--- src/rtl/mmio_interconnect.sv ---
// Memory-mapped interconnect between the core data port and NUM_SLAVES peripherals.
// The address is decoded against a table of regions; the lowest index wins on overlap.
// Writes are broadcast and strobed to the hit slave in the same cycle.
// One read may be outstanding at a time, and each read is bounded by a timeout.
// A read to an unmapped address, or one that times out, returns ERR_DATA.
// The first fault (unmapped access or read timeout) is held in sticky registers until cleared.
module mmio_interconnect #(
    parameter int                         NUM_SLAVES     = 4,
    parameter logic [NUM_SLAVES*32-1:0]   SLAVE_BASE     = {NUM_SLAVES{32'h0}},
    parameter logic [NUM_SLAVES*32-1:0]   SLAVE_SIZE     = {NUM_SLAVES{32'h0}},
    parameter int                         TIMEOUT_CYCLES = 16,
    parameter logic [31:0]                ERR_DATA       = 32'hDEADBEEF
) (
    input  logic                       clk,
    input  logic                       rst,
    input  logic [31:0]                address,
    input  logic [31:0]                write_data,
    input  logic [3:0]                 write_mask,
    input  logic                       write_enable,
    input  logic                       read_enable,
    output logic [31:0]                read_data,
    output logic                       read_valid,
    output logic                       busy,
    output logic [31:0]                s_address,
    output logic [31:0]                s_write_data,
    output logic [3:0]                 s_write_mask,
    output logic [NUM_SLAVES-1:0]      s_write_enable,
    output logic [NUM_SLAVES-1:0]      s_read_enable,
    input  logic [NUM_SLAVES*32-1:0]   s_read_data,
    input  logic [NUM_SLAVES-1:0]      s_read_valid,
    output logic                       fault_valid,
    output logic [31:0]                fault_addr,
    output logic                       fault_is_write,
    output logic                       fault_cause,
    input  logic                       fault_clear
);

    localparam int IDX_W = (NUM_SLAVES > 1) ? $clog2(NUM_SLAVES) : 1;
    localparam int CNT_W = (TIMEOUT_CYCLES > 1) ? $clog2(TIMEOUT_CYCLES) : 1;
    localparam logic [CNT_W-1:0] CNT_LAST = CNT_W'(TIMEOUT_CYCLES - 1);

    typedef enum logic [1:0] {
        ST_IDLE = 2'd0,
        ST_WAIT = 2'd1,
        ST_RESP = 2'd2
    } state_t;

    state_t            state_q;
    logic [IDX_W-1:0]  idx_q;
    logic [CNT_W-1:0]  cnt_q;
    logic [31:0]       rd_addr_q;
    logic [31:0]       read_data_q;
    logic              read_valid_q;
    logic              fault_valid_q;
    logic [31:0]       fault_addr_q;
    logic              fault_is_write_q;
    logic              fault_cause_q;

    logic [NUM_SLAVES-1:0] hit_raw;
    logic [NUM_SLAVES-1:0] hit_onehot;
    logic                  hit_any;
    logic [IDX_W-1:0]      hit_idx;

    logic                  sel_valid;
    logic [31:0]           sel_data;
    logic                  timeout_hit;

    logic                  fault_ev_d;
    logic [31:0]           fault_addr_d;
    logic                  fault_is_write_d;
    logic                  fault_cause_d;

    // Region compare per slave, done in 33 bits so that BASE+SIZE cannot wrap.
    generate
        for (genvar gi = 0; gi < NUM_SLAVES; gi++) begin : g_dec
            localparam logic [32:0] BASE = {1'b0, SLAVE_BASE[gi*32 +: 32]};
            localparam logic [32:0] SIZE = {1'b0, SLAVE_SIZE[gi*32 +: 32]};
            assign hit_raw[gi] = (SIZE != 33'd0)
                              && ({1'b0, address} >= BASE)
                              && ({1'b0, address} <  BASE + SIZE);
        end
    endgenerate

    // Priority pick: isolate the lowest set hit bit, and encode its index.
    always_comb begin
        hit_onehot = hit_raw & (~hit_raw + NUM_SLAVES'(1));
        hit_any    = |hit_raw;
        hit_idx    = '0;
        for (int i = NUM_SLAVES - 1; i >= 0; i--) begin
            if (hit_raw[i]) begin
                hit_idx = IDX_W'(i);
            end
        end
    end

    // Select the response lane of the slave that owns the outstanding read.
    always_comb begin
        sel_valid = 1'b0;
        sel_data  = '0;
        for (int i = 0; i < NUM_SLAVES; i++) begin
            if (idx_q == IDX_W'(i)) begin
                sel_valid = s_read_valid[i];
                sel_data  = s_read_data[i*32 +: 32];
            end
        end
    end

    assign timeout_hit = (state_q == ST_WAIT) && !sel_valid && (cnt_q == CNT_LAST);

    // Fault source for this cycle. A timeout reports the latched read address, not the live bus.
    always_comb begin
        fault_ev_d       = 1'b0;
        fault_addr_d     = address;
        fault_is_write_d = 1'b0;
        fault_cause_d    = 1'b0;
        if (timeout_hit) begin
            fault_ev_d    = 1'b1;
            fault_addr_d  = rd_addr_q;
            fault_cause_d = 1'b1;
        end else if ((state_q == ST_IDLE) && read_enable && !hit_any) begin
            fault_ev_d = 1'b1;
        end else if (write_enable && !hit_any) begin
            fault_ev_d       = 1'b1;
            fault_is_write_d = 1'b1;
        end
    end

    assign s_address      = address;
    assign s_write_data   = write_data;
    assign s_write_mask   = write_mask;
    assign s_write_enable = (rst && write_enable) ? hit_onehot : '0;
    assign s_read_enable  = (rst && read_enable && (state_q == ST_IDLE)) ? hit_onehot : '0;

    assign busy           = (state_q == ST_WAIT);
    assign read_data      = read_data_q;
    assign read_valid     = read_valid_q;
    assign fault_valid    = fault_valid_q;
    assign fault_addr     = fault_addr_q;
    assign fault_is_write = fault_is_write_q;
    assign fault_cause    = fault_cause_q;

    // Read-tracking FSM with registered response, plus sticky first-fault capture.
    always_ff @(posedge clk) begin
        if (!rst) begin
            state_q          <= ST_IDLE;
            idx_q            <= '0;
            cnt_q            <= '0;
            rd_addr_q        <= '0;
            read_data_q      <= '0;
            read_valid_q     <= 1'b0;
            fault_valid_q    <= 1'b0;
            fault_addr_q     <= '0;
            fault_is_write_q <= 1'b0;
            fault_cause_q    <= 1'b0;
        end else begin
            read_valid_q <= 1'b0;

            if (fault_ev_d && (!fault_valid_q || fault_clear)) begin
                fault_valid_q    <= 1'b1;
                fault_addr_q     <= fault_addr_d;
                fault_is_write_q <= fault_is_write_d;
                fault_cause_q    <= fault_cause_d;
            end else if (fault_clear) begin
                fault_valid_q <= 1'b0;
            end

            case (state_q)
                ST_IDLE: begin
                    if (read_enable) begin
                        if (hit_any) begin
                            idx_q     <= hit_idx;
                            cnt_q     <= '0;
                            rd_addr_q <= address;
                            state_q   <= ST_WAIT;
                        end else begin
                            state_q <= ST_RESP;
                        end
                    end
                end
                ST_WAIT: begin
                    if (sel_valid) begin
                        read_data_q  <= sel_data;
                        read_valid_q <= 1'b1;
                        state_q      <= ST_IDLE;
                    end else if (cnt_q == CNT_LAST) begin
                        read_data_q  <= ERR_DATA;
                        read_valid_q <= 1'b1;
                        state_q      <= ST_IDLE;
                    end else begin
                        cnt_q <= cnt_q + CNT_W'(1);
                    end
                end
                ST_RESP: begin
                    read_data_q  <= ERR_DATA;
                    read_valid_q <= 1'b1;
                    state_q      <= ST_IDLE;
                end
                default: begin
                    state_q <= ST_IDLE;
                end
            endcase
        end
    end

endmodule

--- config.mk ---
export PLATFORM = sky130hd
export DESIGN_NAME = mmio_interconnect
export DESIGN_NICKNAME = d
export VERILOG_FILES = /design/src/rtl/mmio_interconnect.sv
export SDC_FILE = /design/constraint.sdc
export NUM_CORES = 1
export LEC_CHECK = 0
export ABC_AREA = 1
export ABC_CLOCK_PERIOD_IN_PS = 1000
export CAP_MARGIN = 20
export CORE_AREA = 2 2 136 138
export CTS_BUF_LIST = sky130_fd_sc_hd__clkbuf_4 sky130_fd_sc_hd__clkbuf_8
export DETAILED_ROUTE_END_ITERATION = 10
export DIE_AREA = 0 0 138 140
export SKIP_LAST_GASP = 1
export SLEW_MARGIN = 10
export SYNTH_ARGS = -nofsm -noshare
export SYNTH_HDL_FRONTEND = slang
export SYNTH_SLANG_ARGS = --single-unit
--- constraint.sdc ---
create_clock -name clk -period 1 [get_ports clk]
set_input_delay 0.3 -clock clk [delete_from_list [all_inputs] [get_ports clk]]
set_output_delay 0.3 -clock clk [all_outputs]
set_load 0.02 [all_outputs]
==> flow_metrics.tcl, run 1 <==
set metrics [dict create \
    cts_max_level 3 \
    yosysMostFrequentCell "nand2_1" \
    hold_buffers 0 \
    hpwl_um 5600 \
    grt_max_degree 37 \
    leakage_nw 2.73 \
    cts_buffers 9 \
    tns_ns -12.06 \
    grtUsageMet3_pct 5.37 \
    p_comb_share_pct 27.2 \
    grt_pass1_wl_um 14800 \
    pwr-share-clk_pct 33.2 \
    diodes 0 \
    die_h_um 140 \
    fp.dieArea_um2 19300 \
    drv_slew 0 \
    grt.busiest_layer "met2" \
    max_clock_freq_mhz 858 \
    synth_edf_count 0 \
    pwr-share-seq_pct 39.7 \
    cap_violations 0 \
    required_ns 1.27 \
    yosysUniqueCellTypes 17 \
    fin_ws_ns -0.166 \
    pwr_density_cell_nw_per_um2 1440 \
    cts.sinks 68 \
    drive_above_1_share_pct 56.2 \
    rsz0062_at_grt "true" \
    portBuffers 135 \
    fillerInstances 1883 \
    regArea_um2 1450 \
    hold_viol_final 0 \
    critPathSlowestCell "clkdlybuf4s50_1" \
    switchingPower_mw 2.33 \
    multi_input_area_um2 1130 \
    fin_nets 730 \
    ys_top_cells_by_area "dfxtp_1 42%, buf_4 18%, nand2_1 11%" \
    clk_pin_slew_ns 0.09 \
    drc_errors 0 \
    path_max_fanout 6 \
    path_delay_family "buffers and inverters" \
    cp_num_buf_inv 4 \
    synth_top_area_cell "dfxtp_1" \
    synth_warnings 0 \
    rows 49 \
    dr.pass1.iters 4 \
    synth_cells 412 \
    synthTopCellsByCount "90 x nand2_1, 78 x buf_4, 68 x dfxtp_1" \
    grtUsageTotal_pct 9.98 \
    worstPathArrival_ns 1.43 \
    critPathLaunchType "primary input" \
    crit_start "write_enable" \
    grt_pass1_vias 2664 \
    wl_per_cell_um 12.9 \
    drtIter0Drc 58 \
    vdd_drop_max_uv 757 \
    layout_min_cycle_time_ns 1.17 \
    cts_buffer_depth 2 \
    hp-class "primary input to flop" \
    synth_area_um2 3210 \
    max_stage_delay_ns 0.49 \
    crit_chain "clkdlybuf4s50_1 -> inv_2 -> nand2_8 -> buf_12 -> clkbuf_16 -> nand3_2 -> nand2_1 -> nor2_1" \
    gp_congestion 0.652 \
    switching_share_pct 29.8 \
    finClkSkew_ns 0.0110 \
    crit_path_end_kind "flop" \
    vias 2786 \
    ys_ff_latch 68 \
    synth_top_area_share_pct 42.4 \
    core_area_um2 17800 \
    clock_latency_ns 0.36 \
    die_w_um 138 \
    status "finished, violations left" \
    reg2reg_from "state_q[1]" \
    min_period_over_period_pct 117 \
    p_int_mw 5.48 \
    antenna_found_initial 0 \
    viasPerCell 3.67 \
    use_met1_pct 12.0 \
    drt_wl_total_um 9760 \
    initial_core_util_pct 18.1 \
    cts_tree "yes" \
    synthFlopType "dfxtp_1" \
    syn2layout_area_growth_pct 69.2 \
    synth.avg_cell_area_um2 7.79 \
    setup_violations 100 \
    critPathKind "primary input to flop" \
    failed_checks "negative setup slack" \
    seq_area_frac_synth_pct 42.4 \
    holdWs_ns 0.316 \
    root_buffer "clkbuf_8" \
    antenna_left 0 \
    grt_overflow 0 \
    grt.met2_usage_pct 15.2 \
    async_flop_share_pct 0 \
    worstHoldStart "address[1]" \
    num_io_pins 350 \
]
-- worst reg2reg max path, delay by kind of cell (launching register included) --
family	cells	cell delay, ns
flops	1	0.36
compound gates	1	0.13
simple gates	3	0.21
buf+inv	3	0.35
-- cells by family after synthesis --
| group | Yosys count | share of synthesized area (%) |
|---|---|---|
| AO/OA/AOI/OAI | 35 | 5.46 |
| other | 1 | 0.117 |
| AND/OR/NAND/NOR | 166 | 24.1 |
| buffers and inverters | 142 | 27.9 |
| flip-flops | 68 | 42.4 |
-- layout make-up --
type	instances	share of cell area, %
Clock inverter	6	1.64
Tap cell	229	5.28
Multi-Input combinational cell	211	20.9
Sequential cell	68	26.8
Inverter	39	2.74
Clock buffer	10	2.42
Timing Repair Buffer	196	40.3
-- layer usage --
metal,wire length (um),up-vias
li1,-,1400
met3,808,20
met1,4290,1270
met5,0,-
met4,163,0
met2,4500,96
-- sequential cells by signal, summed over array words and instances, names as in the netlist --
register / cells
fault_valid: 1
read_valid: 1
fault_addr: 32
state_q: 1
fault_is_write: 1
read_data: 32
-- power by group through the flow --
stage	registers [mW]	logic, mW	clock network [mW]
final	3.10	2.12	2.59
after global routing	3.13	2.29	2.88
after CTS	3.11	1.97	2.75
after detailed placement	3.08	1.73	0
after global placement	3.07	1.73	0
after floorplan	3.32	0.949	0
-- worst paths after layout --
| path | endpoint | cells past startpoint | slack [ns] |
|---|---|---|---|
| worst max-delay path | fault_addr[12] | 8 | -0.17 |
| worst min-delay path | fault_addr[1] | 5 | 0.32 |
| worst max register to register | fault_addr[26] | 7 | -0.16 |
| worst min register to register | read_data[14] | 2 | 0.44 |
-- repair_timing --
action	CTS	global route
endpoints found under the setup margin	148	133
gates resized for setup	720	37
pin swaps	2	0
hold endpoints to repair	0	0
gates cloned	7	4
setup buffers	5	17
-- layout by cell type, fill, tap and decap left out, drive strengths merged, types with 10 or more instances in the layout --
master,netlist,layout
inv,39,39
conb,1,10
clkdlybuf4s15,0,15
buf,100,157
nand2,92,92
a21oi,33,33
dlygate4sd2,0,17
nor2,42,42
dfxtp,68,68
clkbuf,3,14
nand3,32,32
-- per-stage QoR --
step	cells	area [um^2]	setup WS (ns)	utilization, %	power (mW)
after floorplan	421	3270	-0.0943	-	4.27
after global placement	711	4440	-0.829	25.0	4.80
after detailed placement	711	4440	-0.840	25.0	4.81
after CTS	738	5130	-0.219	28.9	7.83
after global routing	759	5430	-0.228	30.5	8.29
final	759	5430	-0.166	30.5	7.81
Note: power is estimated with default switching activity, not from simulation.
==> inputs of run 2 (changes only) <==
--- a/config.mk
+++ b/config.mk
@@ -6,7 +6,7 @@
 export NUM_CORES = 1
 export LEC_CHECK = 0
 export ABC_AREA = 1
-export ABC_CLOCK_PERIOD_IN_PS = 1000
+export ABC_CLOCK_PERIOD_IN_PS = 900
 export CAP_MARGIN = 20
 export CORE_AREA = 2 2 136 138
 export CTS_BUF_LIST = sky130_fd_sc_hd__clkbuf_4 sky130_fd_sc_hd__clkbuf_8
==> constraint.sdc (replaced) <==
create_clock -name clk -period 0.9 [get_ports clk]
set_input_delay 0.27 -clock clk [delete_from_list [all_inputs] [get_ports clk]]
set_output_delay 0.27 -clock clk [all_outputs]
set_load 0.02 [all_outputs]
==> run 2 against run 1 <==
Compared with the run above: the flow still finishes with violations (negative setup slack); design area grew 7.7%; non-clock buffer count grew 7; flip-flop and latch count is the same; critical endpoint is now fault_addr[11]; largest cell class unchanged; largest power group unchanged.
==> flow_metrics.tcl, run 2 (synthesized netlist as in run 1, its figures left out) <==
set metrics [dict create \
    core_area_um2 17800 \
    required_ns 1.15 \
    pwr-share-clk_pct 34.2 \
    cp_common_cell "nand2_8" \
    fin_nets 738 \
    regArea_um2 1450 \
    multi_input_area_um2 1280 \
    die_h_um 140 \
    leakage_nw 2.88 \
    clock_latency_ns 0.36 \
    cts_max_level 3 \
    cts_tree "yes" \
    initial_core_util_pct 18.1 \
    critPathKind "flop to flop" \
    drive_above_1_share_pct 63.4 \
    tns_ns -18.92 \
    gp_congestion 0.650 \
    hold_viol_final 0 \
    grt_overflow 0 \
    critPathLaunchType "flop" \
    fin_util_pct 32.9 \
    drt_wl_total_um 10900 \
    cts_buffers 9 \
    hpwl_um 5460 \
    fillerInstances 1864 \
    cts_buffer_depth 2 \
    grt_pass1_vias 2775 \
    drv_slew 0 \
    drc_errors 0 \
    met2_length_um 5400 \
    crit_path_end_kind "flop" \
    drt-met1-wl_um 4630 \
    grtUsageTotal_pct 10.5 \
    rsz0062_at_grt "true" \
    antenna_found_initial 1 \
    path_delay_family "simple AND/OR/NAND/NOR gates" \
    root_buffer "clkbuf_8" \
    hp-class "primary input to flop" \
    setup_violations 107 \
    fp.dieArea_um2 19300 \
    routed.top_layer "met4" \
    grt_pass1_wl_um 15600 \
    cts.sinks 68 \
    final_common_cell "buf_6" \
    worstPathArrival_ns 1.40 \
    layout_common_cells "104 x buf_6, 85 x nand2_1, 67 x dfxtp_2, 41 x nor2_1, 36 x buf_4" \
    switchingPower_mw 2.73 \
    critPathSlowestCell "dfxtp_2" \
    num_io_pins 350 \
    cp_num_buf_inv 2 \
    wl_per_cell_um 14.3 \
    met3_length_um 814 \
    die_w_um 138 \
    p_comb_share_pct 28.4 \
    min_period_over_period_pct 127 \
    cap_violations 0 \
    crit_chain "inv_4 -> nand2_8 -> nand2_8 -> clkbuf_16 -> nand3_2 -> nand2_1 -> nor2_1" \
    vdd_drop_max_uv 842 \
    max_clock_freq_mhz 873 \
    rows 49 \
    syn2layout_area_growth_pct 82.2 \
    vias 2876 \
    status "finished, violations left" \
    portBuffers 135 \
    failed_checks "negative setup slack" \
    pwr_density_cell_nw_per_um2 1580 \
    layout_min_cycle_time_ns 1.15 \
    antenna_left 0 \
    finClkSkew_ns 0.0148 \
    max_stage_delay_ns 0.34 \
    pwr-share-seq_pct 37.3 \
    fin_ws_ns -0.245 \
    dr.pass1.iters 4 \
    p_int_mw 6.51 \
    switching_share_pct 29.6 \
    viasPerCell 3.74 \
    hold_buffers 0 \
    path_max_fanout 7 \
    grt_max_degree 37 \
    clk_pin_slew_ns 0.09 \
    drtIter0Drc 83 \
]
run 2: worst reg2reg max path: stages (launching register included):
cell and delay (ns):
dfxtp_2 0.34, inv_4 0.07, nand2_8 0.07, nand2_8 0.16
clkbuf_16 0.19, nand3_2 0.07, nand2_1 0.09, nor2_1 0.06
run 2: metrics by stage:
stage	hold WS, ns	instances	power (mW)	setup slack [ns]	area, um^2
floorplan	0.400	421	4.77	-0.194	3310
global placement	0.415	705	5.32	-0.861	4400
detailed placement	0.420	705	5.33	-0.838	4400
CTS	0.317	746	9.18	-0.243	5540
global route	0.276	768	9.71	-0.291	5850
finish	0.253	768	9.24	-0.245	5850
run 2: layout make-up:
| cell class | count | share of cell area, % |
|---|---|---|
| antenna | 1 | 0.0428 |
| clock buffer | 9 | 2.12 |
| clock inverter | 7 | 2.05 |
| inverter | 39 | 2.59 |
| multi-input combinational | 212 | 22.0 |
| sequential | 68 | 24.8 |
| tap | 229 | 4.90 |
| timing repair buffer | 203 | 41.6 |
run 2: power groups by stage:
stage | registers, mW | clock network [mW] | logic [mW]
6_report | 3.45 | 3.16 | 2.63
5_1_grt | 3.48 | 3.43 | 2.80
4_1_cts | 3.46 | 3.30 | 2.42
3_5_place_dp | 3.42 | 0 | 1.91
3_3_place_gp | 3.41 | 0 | 1.91
2_1_floorplan | 3.69 | 0 | 1.07
run 2: routing by layer:
| layer | GRT usage, % | vias up |
|---|---|---|
| li1 | - | 1424 |
| met1 | 12.4 | 1339 |
| met2 | 16.9 | 102 |
| met3 | 4.72 | 11 |
| met4 | 3.60 | 0 |
| met5 | 0 | - |
run 2: final timing paths:
kind / from / end / slack, ns / depth (start not counted)
worst max register to register: state_q[1] / fault_addr[11] / -0.25 / 7
worst min-delay path: address[12] / fault_addr[12] / 0.25 / 5
worst min register to register: read_data[17] / read_data[17] / 0.44 / 2
worst max-delay path: state_q[1] / fault_addr[11] / -0.25 / 7
run 2: timing repair:
action	in CTS	in global routing
setup endpoints to repair	158	115
gates resized for setup	782	29
cloned	13	9
hold endpoints to repair	0	0
setup buffers	12	15
pin swaps	55	24
